File: config.mk
export PLATFORM = sky130hd
export DESIGN_NAME = pipe_hazard_ctrl
export DESIGN_NICKNAME = d
export VERILOG_FILES = /design/src/rtl/pipe_pkg.sv /design/src/rtl/hazard_src_decode.sv /design/src/rtl/pipe_hazard_ctrl.sv
export SDC_FILE = /design/constraint.sdc
export NUM_CORES = 1
export LEC_CHECK = 0
export CAP_MARGIN = 25
export CORE_MARGIN = 2
export CORE_UTILIZATION = 45
export DETAILED_ROUTE_END_ITERATION = 10
export PLACE_DENSITY = 0.77
export SYNTH_ARGS = -nofsm -noshare
export SYNTH_HDL_FRONTEND = slang
export SYNTH_SLANG_ARGS = --single-unit
File: constraint.sdc
create_clock -name i_clk -period 7.35 [get_ports i_clk]
set_input_delay 0.735 -clock i_clk [delete_from_list [all_inputs] [get_ports i_clk]]
set_output_delay 0.735 -clock i_clk [all_outputs]
set_load 0.005 [all_outputs]
File: src/rtl/pipe_pkg.sv
// Shared pipe definitions: opcodes, instruction field positions and the hazard-controller states.
package pipe_pkg;
  localparam logic [5:0] OP_RTYPE = 6'b101010;
  localparam logic [5:0] OP_LD    = 6'b100000;
  localparam logic [5:0] OP_SD    = 6'b100001;
  localparam logic [5:0] OP_BEZ   = 6'b100010;
  localparam logic [5:0] OP_BNEZ  = 6'b100011;
  localparam logic [5:0] OP_NOP   = 6'b111100;

  // Field positions use the instruction's big-endian bit numbering (bit 0 = MSB).
  localparam int OPC_POS = 0;
  localparam int OPC_W   = 6;
  localparam int RD_POS  = 6;
  localparam int RA_POS  = 11;
  localparam int RB_POS  = 16;
  localparam int REG_W   = 5;

  typedef enum logic [1:0] {
    RUN      = 2'd0,
    STALL    = 2'd1,
    MEM_WAIT = 2'd2
  } state_t;

  function automatic logic is_branch_op(input logic [5:0] opc);
    return (opc == OP_BEZ) || (opc == OP_BNEZ);
  endfunction
endpackage

File: src/rtl/hazard_src_decode.sv
// Maps the ID instruction to its (up to two) source registers and a branch flag.
// Purely combinational, zero latency, no flow control.
module hazard_src_decode
  import pipe_pkg::*;
(
  input  logic [0:31] i_instr,
  output logic        o_s0_vld,
  output logic [4:0]  o_s0,
  output logic        o_s1_vld,
  output logic [4:0]  o_s1,
  output logic        o_is_branch
);
  logic [5:0] w_opc;
  logic [4:0] w_rd;
  logic [4:0] w_ra;
  logic [4:0] w_rb;
  logic       w_unused;

  assign w_opc       = i_instr[OPC_POS +: OPC_W];
  assign w_rd        = i_instr[RD_POS +: REG_W];
  assign w_ra        = i_instr[RA_POS +: REG_W];
  assign w_rb        = i_instr[RB_POS +: REG_W];
  assign w_unused    = ^i_instr[21:31];
  assign o_is_branch = is_branch_op(w_opc);

  always_comb begin
    o_s0_vld = 1'b0;
    o_s0     = '0;
    o_s1_vld = 1'b0;
    o_s1     = '0;
    case (w_opc)
      OP_RTYPE: begin
        o_s0_vld = 1'b1; o_s0 = w_ra;
        o_s1_vld = 1'b1; o_s1 = w_rb;
      end
      OP_LD: begin
        o_s0_vld = 1'b1; o_s0 = w_ra;
      end
      OP_SD: begin
        o_s0_vld = 1'b1; o_s0 = w_ra;
        o_s1_vld = 1'b1; o_s1 = w_rd;
      end
      OP_BEZ, OP_BNEZ: begin
        o_s0_vld = 1'b1; o_s0 = w_rd;
      end
      default: ;
    endcase
  end
endmodule

File: src/rtl/pipe_hazard_ctrl.sv
// 5-stage pipe sequencer: load-use/branch-operand stalls, data-memory freeze, registered IF/ID flush.
// Stall/freeze outputs are same-cycle (Mealy); flush is one cycle late and is held while the pipe is frozen.
module pipe_hazard_ctrl
  import pipe_pkg::*;
#(
  parameter int CNT_W       = 16,
  parameter int MEM_TIMEOUT = 64
) (
  input  logic             i_clk,
  input  logic             i_reset,
  input  logic [0:31]      i_id_instr,
  input  logic             i_id_br_taken,
  input  logic             i_idex_regwrite,
  input  logic             i_idex_memread,
  input  logic [0:4]       i_idex_rd,
  input  logic             i_exmem_memreq,
  input  logic             i_dmem_ready,
  output logic             o_pc_stall,
  output logic             o_if2id_stall,
  output logic             o_if2id_flush,
  output logic             o_idex_bubble,
  output logic             o_pipe_freeze,
  output logic             o_mem_err,
  output logic [0:CNT_W-1] o_stall_cycles
);
  localparam int WC_W = $clog2(MEM_TIMEOUT + 1);

  state_t             r_state;
  state_t             r_ret;
  logic [1:0]         r_stall_left;
  logic [WC_W-1:0]    r_wait_cnt;
  logic               r_flush;
  logic               r_mem_err;
  logic [CNT_W-1:0]   r_stall_cnt;

  logic               w_s0_vld, w_s1_vld, w_is_branch;
  logic [4:0]         w_s0, w_s1;
  logic               w_dep, w_mem_wait;
  logic [1:0]         w_n;
  logic               w_pc_stall, w_bubble, w_freeze;
  state_t             w_nxt_state, w_nxt_ret;
  logic [1:0]         w_nxt_left;

  hazard_src_decode u_src_decode (
    .i_instr     (i_id_instr),
    .o_s0_vld    (w_s0_vld),
    .o_s0        (w_s0),
    .o_s1_vld    (w_s1_vld),
    .o_s1        (w_s1),
    .o_is_branch (w_is_branch)
  );

  assign w_dep = i_idex_regwrite && (i_idex_rd != 5'd0) &&
                 ((w_s0_vld && (w_s0 == i_idex_rd)) || (w_s1_vld && (w_s1 == i_idex_rd)));
  // A load feeding a branch costs both the load delay and the early-resolve delay.
  assign w_n        = w_dep ? ({1'b0, i_idex_memread} + {1'b0, w_is_branch}) : 2'd0;
  assign w_mem_wait = i_exmem_memreq && !i_dmem_ready;

  always_comb begin
    w_pc_stall  = 1'b0;
    w_bubble    = 1'b0;
    w_freeze    = 1'b0;
    w_nxt_state = r_state;
    w_nxt_ret   = r_ret;
    w_nxt_left  = r_stall_left;
    case (r_state)
      RUN: begin
        if (w_mem_wait) begin
          w_freeze = 1'b1; w_pc_stall = 1'b1;
          w_nxt_state = MEM_WAIT; w_nxt_ret = RUN;
        end else if (w_n != 2'd0) begin
          w_pc_stall = 1'b1; w_bubble = 1'b1;
          w_nxt_left  = w_n - 2'd1;
          w_nxt_state = (w_n == 2'd2) ? STALL : RUN;
        end
      end
      STALL: begin
        w_pc_stall = 1'b1;
        if (w_mem_wait) begin
          w_freeze = 1'b1;
          w_nxt_state = MEM_WAIT; w_nxt_ret = STALL;
        end else begin
          w_bubble   = 1'b1;
          w_nxt_left = r_stall_left - 2'd1;
          if (r_stall_left <= 2'd1) w_nxt_state = RUN;
        end
      end
      MEM_WAIT: begin
        if (!i_dmem_ready) begin
          w_freeze = 1'b1; w_pc_stall = 1'b1;
        end else begin
          w_nxt_state = r_ret;
        end
      end
      default: w_nxt_state = RUN;
    endcase
  end

  always_ff @(posedge i_clk) begin
    if (i_reset) begin
      r_state      <= RUN;
      r_ret        <= RUN;
      r_stall_left <= 2'd0;
      r_wait_cnt   <= '0;
      r_flush      <= 1'b0;
      r_mem_err    <= 1'b0;
      r_stall_cnt  <= '0;
    end else begin
      r_state      <= w_nxt_state;
      r_ret        <= w_nxt_ret;
      r_stall_left <= w_nxt_left;
      if (r_state == MEM_WAIT) begin
        if (i_dmem_ready) begin
          r_wait_cnt <= '0;
        end else if (r_wait_cnt != WC_W'(MEM_TIMEOUT)) begin
          r_wait_cnt <= r_wait_cnt + 1'b1;
          if (r_wait_cnt == WC_W'(MEM_TIMEOUT - 1)) r_mem_err <= 1'b1;
        end
      end
      // A pending flush must survive a freeze so the squash lands on the right instruction.
      if (!w_freeze) r_flush <= i_id_br_taken && !w_pc_stall;
      if (w_pc_stall && !(&r_stall_cnt)) r_stall_cnt <= r_stall_cnt + 1'b1;
    end
  end

  assign o_pc_stall     = w_pc_stall && !i_reset;
  assign o_if2id_stall  = w_pc_stall && !i_reset;
  assign o_idex_bubble  = w_bubble && !i_reset;
  assign o_pipe_freeze  = w_freeze && !i_reset;
  assign o_if2id_flush  = r_flush && !i_reset;
  assign o_mem_err      = r_mem_err && !i_reset;
  assign o_stall_cycles = i_reset ? '0 : r_stall_cnt;
endmodule

==> summary.txt <==
Run status
  – Status: finished, final reports clean

Logic synthesis
  – Mux contribution to synthesized area: less than 1%
  – Ys async rst share: 0%
  – Post-Synth XOR/XNOR Area: 7.71%
  – Synth Area in Simple Gates: 38.7%
  – Synth warn: 0
  – Syn nets: around 320
  – Adder-Cell Fraction of Synth Area: 4.06%
  – Seq/Total Area, Yosys: 27.8%
  – Synth Cell Area: 2160 µm²
  – #FFs+latches synth: 30
  – Synth Area in Compound Gates: 15.5%
  – Top cells by count, synth: 33 x nor2_1, 30 x dfxtp_1, 21 x nand2_1
  – Post-synth top area share: 27.8%
  – Post-synth EDFFs: 0
  – Top cells by area, synth: dfxtp_1 28%, nor2_1 5.7%, xor2_1 5.3%, nor2b_1 5.2%, ha_1 4.1%
  – Area leader, netlist: dfxtp_1
  – Most instantiated library cell after synthesis: nor2_1
  – Synth Flop Type: dfxtp_1
  – Largest family of logic cells by synthesized area: simple AND/OR/NAND/NOR gates
  – Syn avg cell area: 7.97 µm²
  – Post-Synthesis Cells: around 270
  – Synth cell types: 55

STA
  – Worst Tran Pin Value: 0.634 ns
  – Fin crit share: 69.6%
  – Final Max Slew Viols: 0
  – Crit path time final: 5.12 ns
  – Final setup vio count: 0
  – Maximum clock frequency: ~200 MHz
  – Relative slew slack: 57.7%
  – Setup Skew: 0.00638 ns
  – Final setup TNS: 0 ns
  – RSZ-0062 raised after global routing: false
  – Worst setup margin: 2.23 ns
  – Final Hold Vio Count: 0

Critical path
  – Worst R2R Setup Slack: between 5 and 6 ns
  – CP Class: input pin to primary output
  – Crit path max fanout: 18
  – CP required: 6.61 ns
  – Most frequent cell on the critical path: clkdlybuf4s50_1
  – Setup crit start kind: input pin
  – Critical Path Max Stage Delay: 0.58 ns
  – Cell Chain, Critical Path: clkdlybuf4s50_1 -> nor3b_4 -> o21ai_1 -> xnor2_1 -> nor4_2 -> a32oi_1 -> or3b_1 -> ha_1 -> a21o_1 -> nand2b_1 -> nor2_1 -> clkdlybuf4s50_1
  – Crit-path slowest cell: nor3b_4
  – Critical Path End Type: primary output
  – Worst Path Arrival: about 4.4 ns

Route
  – Initial drt markers: 94
  – Final ANT Viol Nets: 0
  – Vias/cell: 5.69
  – Final wirelength: slightly below 5 mm
  – Routed vias: 2127
  – DR WL/cell: 13.0 µm
  – DRC Markers: 0
  – Drt first pass iters: 4

Power and ir drop
  – Combinational Power Share: 16.3%
  – Sw power: approximately 0.000087 W
  – Internal power: 0.000267 W
  – Sequential power share: 47.1%
  – Sw Share: 24.6%
  – Clk pwr share: 36.6%
  – Peak VDD IR: 0.105 mV
  – Pwr dens: 127 nW/µm²
  – Pleak: slightly above 1 nW

Job
  – Max cap viols: 0

Global routing
  – Initial antenna violation count: 0
  – Overflow left after global routing: 0
  – Number of global-route vias before repair: 1799
  – Overall Global Routing Usage: between 10% and 20%
  – Largest net degree at the start of global routing: 48
  – First-pass GRT wire length: between 8 and 9 mm

Floorplanning
  – Number of top-level pins: 66
  – Area of the core: between 4000 and 5000 µm²
  – Die Ht: 73.3 µm
  – Die ar.: 5370 µm²
  – Die W: 73.3 µm
  – Site row count: 25
  – Initial Util: 46.3%

Place
  – Placer Congestion: 0.876
  – Dpl hpwl: 3.65 mm
  – Dpl ws: 2.24 ns
  – Placed Area: about 2700 µm²
  – Count of input and output buffers: 54

Clock network
  – CTS Buf Count: 5
  – CTS tree: built
  – Bufs on Longest Clock Path: 2
  – H-tree levels: 2
  – Setup Buffers After CTS: 0
  – Cts repair resizes: 0
  – Clk root buf: clkbuf_8
  – CTS clk-pin slew, worst paths: 0.05 ns
  – Hold_buf cts: 0
  – Clock Sinks: 30
  – Clk_lat worst skew: 0.28 ns

Worst hold path
  – Path category of the worst min-delay check: flop to flop

Layout
  – Ant. Diodes: 0
  – Layout fillers: 417
  – Layout cells sized above 1: 5.31%
  – Syn-to-layout area delta: 28.6%
  – # nets final: roughly 370
  – Finished Cell Area: about 2800 µm²
metal layers:
layer | GRT usage, % | up-vias | wire [µm]
met5 | 0 | - | 0
met4 | 5.76 | 0 | 33
met1 | 25.9 | 992 | 2270
li1 | - | 1082 | -
met3 | 6.04 | 5 | 257
met2 | 28.8 | 48 | 2280
cells by family after synthesis:
logic type      after synthesis
fa+ha+maj                     7
simple gates                141
xor+xnor                     19
mux                           2
compound gates               51
flops                        30
buf+inv                      21
worst paths after layout:
kind	from	to	cells after the start
max reg2reg	r_state[1]	r_stall_cnt[7]	6
min reg2reg	r_flush	r_flush	2
max	i_id_instr[3]	o_idex_bubble	12
min	r_flush	r_flush	2
cell usage in the layout, fill, tap and decap left out, types with 7 or more instances in the layout:
master / n
xor2_1: 13
nor2b_1: 18
nand3_1: 7
dfxtp_1: 30
nand2_1: 21
inv_1: 9
o21ai_0: 9
nor2_1: 33
nand4_1: 7
and3_1: 7
clkdlybuf4s50_1: 54
a21oi_1: 11
ha_1: 7
power groups by stage:
stage | Combinational (W) | Sequential, W | Clock [W]
2_1_floorplan | 0.0000313 | 0.000169 | 0
3_3_place_gp | 0.0000567 | 0.000170 | 0
5_1_grt | 0.0000634 | 0.000167 | 0.000142
4_1_cts | 0.0000576 | 0.000166 | 0.000134
3_5_place_dp | 0.0000574 | 0.000170 | 0
6_report | 0.0000577 | 0.000166 | 0.000130
layout make-up:
cell class	count	area, µm²	area share, %
multi-input combinational	220	1450	52.0
sequential	30	601	21.6
timing repair buffer	55	548	19.7
clock buffer	6	82.6	2.97
tap	54	67.6	2.43
inverter	9	33.8	1.22
registers in the layout (all words and copies together) (netlist names):
signal	count
r_wait_cnt	7
r_stall_left	2
r_state	2
r_stall_cnt	16
r_flush	1
r_mem_err	1
r_ret	1
stage by stage:
| step | hold slack [ns] | util (%) | power [W] | std cells |
|---|---|---|---|---|
| 2_1_floorplan | 0.427 | - | 0.000200 | 271 |
| 3_3_place_gp | 0.436 | 57.8 | 0.000227 | 368 |
| 3_5_place_dp | 0.445 | 57.8 | 0.000227 | 368 |
| 4_1_cts | 0.453 | 59.6 | 0.000358 | 374 |
| 5_1_grt | 0.499 | 59.6 | 0.000372 | 374 |
| 6_report | 0.448 | 59.6 | 0.000354 | 374 |
critical path: cells and delay by family:
family / cells / cell delay (ns)
compound gates: 3 / 0.56
buf+inv: 2 / 0.97
fa+ha+maj: 1 / 0.22
simple gates: 5 / 1.71
xor+xnor: 1 / 0.17
(Power assumes the default switching activity.)
